**src/rtl/pipeline_fetch_unit.sv**
```systemverilog
// pipeline_fetch_unit: PC register, ROM addressing with stall replay, IF/ID latch and stall counter
module pipeline_fetch_unit #(
  parameter int PC_WIDTH = 10,
  parameter int INSTR_WIDTH = 18,
  parameter logic [PC_WIDTH-1:0] INT_VECTOR = 10'h3FF,
  parameter logic [INSTR_WIDTH-1:0] NOP_INSTR = 18'h00000,
  parameter int CNT_WIDTH = 16
) (
  input  logic                   clk,
  input  logic                   reset,
  input  logic                   pc_reset,
  input  logic                   int_taken,
  input  logic                   pc_load,
  input  logic [PC_WIDTH-1:0]    pc_load_addr,
  input  logic                   pc_inc,
  input  logic                   fetch_latch_stall,
  input  logic                   imem_addr_mux,
  input  logic                   dec_nop,
  output logic [PC_WIDTH-1:0]    imem_addr,
  input  logic [INSTR_WIDTH-1:0] imem_data,
  output logic [PC_WIDTH-1:0]    pc,
  output logic [INSTR_WIDTH-1:0] if_instr,
  output logic [PC_WIDTH-1:0]    if_pc,
  output logic                   if_valid,
  output logic [CNT_WIDTH-1:0]   stall_count
);
  typedef enum logic [1:0] {FILL, RUN, HOLD} state_t;
  state_t state_q, state_d;
  logic [PC_WIDTH-1:0] pc_q, pc_d, addr_q, addr_d, if_pc_q, if_pc_d;
  logic [INSTR_WIDTH-1:0] if_instr_q, if_instr_d;
  logic if_valid_q, if_valid_d;
  logic [CNT_WIDTH-1:0] cnt_q, cnt_d;
  logic redirect, hold, bubble;
  assign redirect = pc_reset | int_taken | pc_load;
  assign hold = fetch_latch_stall & ~redirect;
  always_ff @(posedge clk or posedge reset)
    if (reset) state_q <= FILL;
    else state_q <= state_d;
  always_comb begin
    state_d = redirect ? FILL : fetch_latch_stall ? HOLD : RUN;
  end
  // In FILL the ROM output belongs to a wrong-path or stale address
  always_comb begin
    bubble = (state_q == FILL) | dec_nop | redirect;
  end
  always_comb begin
    imem_addr = imem_addr_mux ? addr_q : pc_q;
    addr_d = imem_addr;
    pc_d = pc_reset ? '0 : int_taken ? INT_VECTOR : pc_load ? pc_load_addr : pc_inc ? pc_q + 1'b1 : pc_q;
    if_instr_d = hold ? if_instr_q : bubble ? NOP_INSTR : imem_data;
    if_pc_d = hold ? if_pc_q : addr_q;
    if_valid_d = hold ? if_valid_q : ~bubble;
    cnt_d = (hold && !(&cnt_q)) ? cnt_q + 1'b1 : cnt_q;
  end
  always_ff @(posedge clk or posedge reset)
    if (reset) begin
      pc_q <= '0;
      addr_q <= '0;
      if_instr_q <= NOP_INSTR;
      if_pc_q <= '0;
      if_valid_q <= 1'b0;
      cnt_q <= '0;
    end else begin
      pc_q <= pc_d;
      addr_q <= addr_d;
      if_instr_q <= if_instr_d;
      if_pc_q <= if_pc_d;
      if_valid_q <= if_valid_d;
      cnt_q <= cnt_d;
    end
  assign pc = pc_q;
  assign if_instr = if_instr_q;
  assign if_pc = if_pc_q;
  assign if_valid = if_valid_q;
  assign stall_count = cnt_q;
endmodule

```
**config.mk**
```make
export PLATFORM = sky130hd
export DESIGN_NAME = pipeline_fetch_unit
export DESIGN_NICKNAME = d
export VERILOG_FILES = /design/src/rtl/pipeline_fetch_unit.sv
export SDC_FILE = /design/constraint.sdc
export NUM_CORES = 1
export LEC_CHECK = 0
export CORE_MARGIN = 2
export CORE_UTILIZATION = 41
export DETAILED_ROUTE_END_ITERATION = 7
export PLACE_DENSITY = 0.76
export SLEW_MARGIN = 15
export SYNTH_ARGS = -nofsm -noshare
export SYNTH_HDL_FRONTEND = slang
export SYNTH_SLANG_ARGS = --single-unit
export TNS_END_PERCENT = 100
```
**constraint.sdc**
```tcl
create_clock -name clk -period 2.4 [get_ports clk]
set_input_delay 0.72 -clock clk [delete_from_list [all_inputs] [get_ports clk]]
set_output_delay 0.72 -clock clk [all_outputs]
set_load 0.02 [all_outputs]
```
==> reports/metrics.yaml <==
cts:
  root_buffer: "clkbuf_8"
  clkTransAtPathRegs_ns: 0.07
  cts_sinks: 67
  clk_latency_ns: 0.33
  cts_buffers: 9
  cts_setup_buffers: 0
  h-tree-depth: 3
  cts_tree: "built"
  cts_buffer_depth: 2
  ctsHoldBuffers: 0
power_and_ir_drop:
  power_frac_comb: 0.222
  ir_worst_vdd_mv: 0.331
  finalPower_w: 0.00280
  p_int_w: 0.00196
  p_clk_frac: 0.302
  switching_share: 0.300
  pwr_density_cell_nw_per_um2: 634
  seqPwrFrac: 0.476
  p_sw_w: 0.000839
  leakage_nw: 2.02
synth:
  synthMuxAreaShare: 0.0556
  synth_top_family_by_area: "simple AND/OR/NAND/NOR gates"
  synth.net_count: 305
  postSynthAreaPerCell_um2: 11.3
  netlist_area_um2: 3000
  yosys.area_share.simple: 0.173
  ys_warn_count: 0
  ys_types: 47
  yosysSeqAreaShare: 0.560
  synth_compound_area_frac: 0.131
  ys_seq_elements: 67
  synth_fa_ha_area_frac: 0.00835
  netlist_instances: 266
  synthXorXnorAreaFrac: 0.0439
routing:
  via_count: 2525
  drt-pass1-iter-count: 4
  wl_per_cell_um: 15.4
  ant_nets: 0
  totalWireLength_mm: 7.47
  drt-initial-drc-count: 150
  drt-vias-per-instance: 5.20
  drc: 0
global_routing:
  grt_start_max_net_pins: 68
  antenna_found_initial: 0
  track_usage: 0.195
  grt_pass1_wl_mm: 12.0
  grt_pass1_vias: 2471
  grt-ovfl-total: 0
placement:
  port_buffers: 101
  place_area_um2: 4230
  gp_congestion: 0.823
  dp_hpwl_mm: 5.37
timing:
  tns_ns: 0
  rsz0062_at_grt: "false"
  worstMarginPinSlew_ns: 0.341
  timing.final.max_slew_violations: 0
  clock_skew_ns: 0.00485
  post-route-period-util: 0.971
  fmax_mhz: 429
  slew_headroom: 0.771
  layout_min_cycle_time_ns: 2.33
  setup_viol: 0
  final_hold_viol_count: 0
critical_path:
  slowest_delay_ns: 0.34
  crit_required_ns: 1.68
  worst_setup_path_start_kind: "input port"
  path_cells: "buf_2 > bufbuf_16 > mux2_2 > buf_2"
  critPathTopFamily: "buffers and inverters"
  cp.buffers_inverters: 3
  worstPathArrival_ns: 1.61
  path_class: "input port to output port"
  worstSetupEndpointType: "output port"
  cp_slowest_cell: "mux2_2"
  crit_fanout: 5
  cpMostUsedCell: "buf_2"
job:
  drv_cap: 0
cells_and_area:
  final_area_um2: 4420
  area_growth_syn_to_layout_pct: 47.5
  fillCellCount: 597
  final_common_cell: "clkdlybuf4s50_1"
  n_antenna_cell: 0
  drive_gt1_frac: 0.178
  final_cell_mix: "clkdlybuf4s50_1 (88), dfrtp_1 (67), nand2_1 (40), a22o_1 (19), buf_4 (14)"
  nNetsFinal: 421
  finish.utilization: 0.616
worst_hold_path:
  min_path_type: "flip-flop to flip-flop"
floorplan:
  die_y_um: 89.5
  start_util: 0.417
  die_w_um: 89.5
  ios: 102
  rows: 31
  die_area_um2: 8010
  coreArea_um2: 7180
status:
  status: "finished, final reports clean"
==> power by group through the flow <==
| stage | sequential, W | clock, W | combinational (W) |
|---|---|---|---|
| after CTS | 0.00133 | 0.000870 | 0.000629 |
| after detailed placement | 0.00135 | 0 | 0.000641 |
| after global placement | 0.00135 | 0 | 0.000626 |
| final | 0.00133 | 0.000845 | 0.000623 |
| after global routing | 0.00135 | 0.000914 | 0.000673 |
| after floorplan | 0.00142 | 0 | 0.000223 |
==> synth_stat cells, drive strengths merged <==
cell / instances / area, um^2
a21bo: 1 / 10.0
or2: 1 / 6.26
ha: 2 / 25.0
a221oi: 1 / 8.76
or4b: 1 / 10.0
nand3: 10 / 50.1
nand2: 41 / 156
nor3b: 2 / 15.0
a311o: 1 / 10.0
mux2i: 2 / 20.0
o31a: 1 / 8.76
a21o: 3 / 22.5
clkbuf: 9 / 33.8
nor4: 5 / 61.3
a31oi: 2 / 12.5
buf: 5 / 32.5
and4: 6 / 52.6
mux2: 13 / 146
dfrtp: 67 / 1680
o211ai: 1 / 7.51
nor2b: 2 / 12.5
xnor2: 4 / 35.0
nor4b: 2 / 23.8
and3: 6 / 37.5
clkinv: 1 / 8.76
a311oi: 1 / 8.76
or3: 1 / 6.26
nor3: 2 / 10.0
o31ai: 1 / 7.51
xor2: 11 / 96.3
a21oi: 8 / 40.0
o21ai: 10 / 50.1
inv: 3 / 11.3
a211oi: 3 / 22.5
a211o: 1 / 8.76
a22o: 19 / 166
nand4: 5 / 31.3
nand2b: 1 / 6.26
nor2: 10 / 37.5
o221ai: 1 / 8.76
==> final cells by class <==
class	count	area (um^2)	share of cell area
flip-flops and latches	67	1680	0.380
multi-input cells	181	1250	0.282
well taps	99	124	0.0280
inverters	4	23.8	0.00538
clock inverters	4	25.0	0.00567
repair buffers	119	1160	0.264
clock buffers	12	155	0.0351
==> worst paths after layout <==
path / from / cells past startpoint / end / slack [ns]
min: if_pc[5] / 2 / if_pc[5] / 0.47
min reg2reg: if_pc[5] / 2 / if_pc[5] / 0.47
max reg2reg: stall_count[0] / 5 / stall_count[3] / 0.67
min in group asynchronous: reset / 3 / if_pc[1] / 0.83
max in group asynchronous: reset / 3 / pc[9] / 1.30
max: imem_addr_mux / 4 / imem_addr[7] / 0.07
==> per-layer routing <==
| layer | GRT usage | vias to the layer above | part of all wire |
|---|---|---|---|
| li1 | - | 1203 | - |
| met1 | 0.263 | 1232 | 0.45 |
| met4 | 0.0746 | 0 | 0.014 |
| met2 | 0.312 | 81 | 0.49 |
| met3 | 0.0379 | 9 | 0.044 |
| met5 | 0 | - | 0 |
==> worst register-to-register path, stage by stage, from the launching register on <==
cell and delay [ns]:
dfrtp_1 0.42, ha_1 0.27, and3_1 0.17, and4_1 0.25
nor4b_1 0.37, xor2_1 0.17
==> flip-flops by register name, summed over array words and instances (netlist names) <==
register / count
if_valid: 1
pc: 10
if_pc: 10
stall_count: 16
if_instr: 18
addr_q: 10
state_q: 2
==> per-stage QoR <==
stage	hold slack (ns)	setup WS, ns	std cells
5_1_grt	0.496	0.0339	486
4_1_cts	0.472	0.00286	486
2_1_floorplan	0.441	0.204	266
3_3_place_gp	0.450	-0.594	469
3_5_place_dp	0.455	-0.604	469
6_report	0.466	0.0706	486
==> timing repair <==
| action | CTS | global route |
|---|---|---|
| cloned | 1 | 0 |
| pin swaps | 1 | 1 |
| endpoints found under the setup margin | 13 | 8 |
| gates resized for setup | 46 | 5 |
==> kinds of logic after synthesis <==
kind of cell,Yosys count
XOR/XNOR,15
flip-flops,67
AND/OR/NAND/NOR,95
multiplexers,15
adder cells (fa/ha/maj),2
buffers and inverters,18
AO/OA/AOI/OAI,54
(Power assumes the default switching activity.)
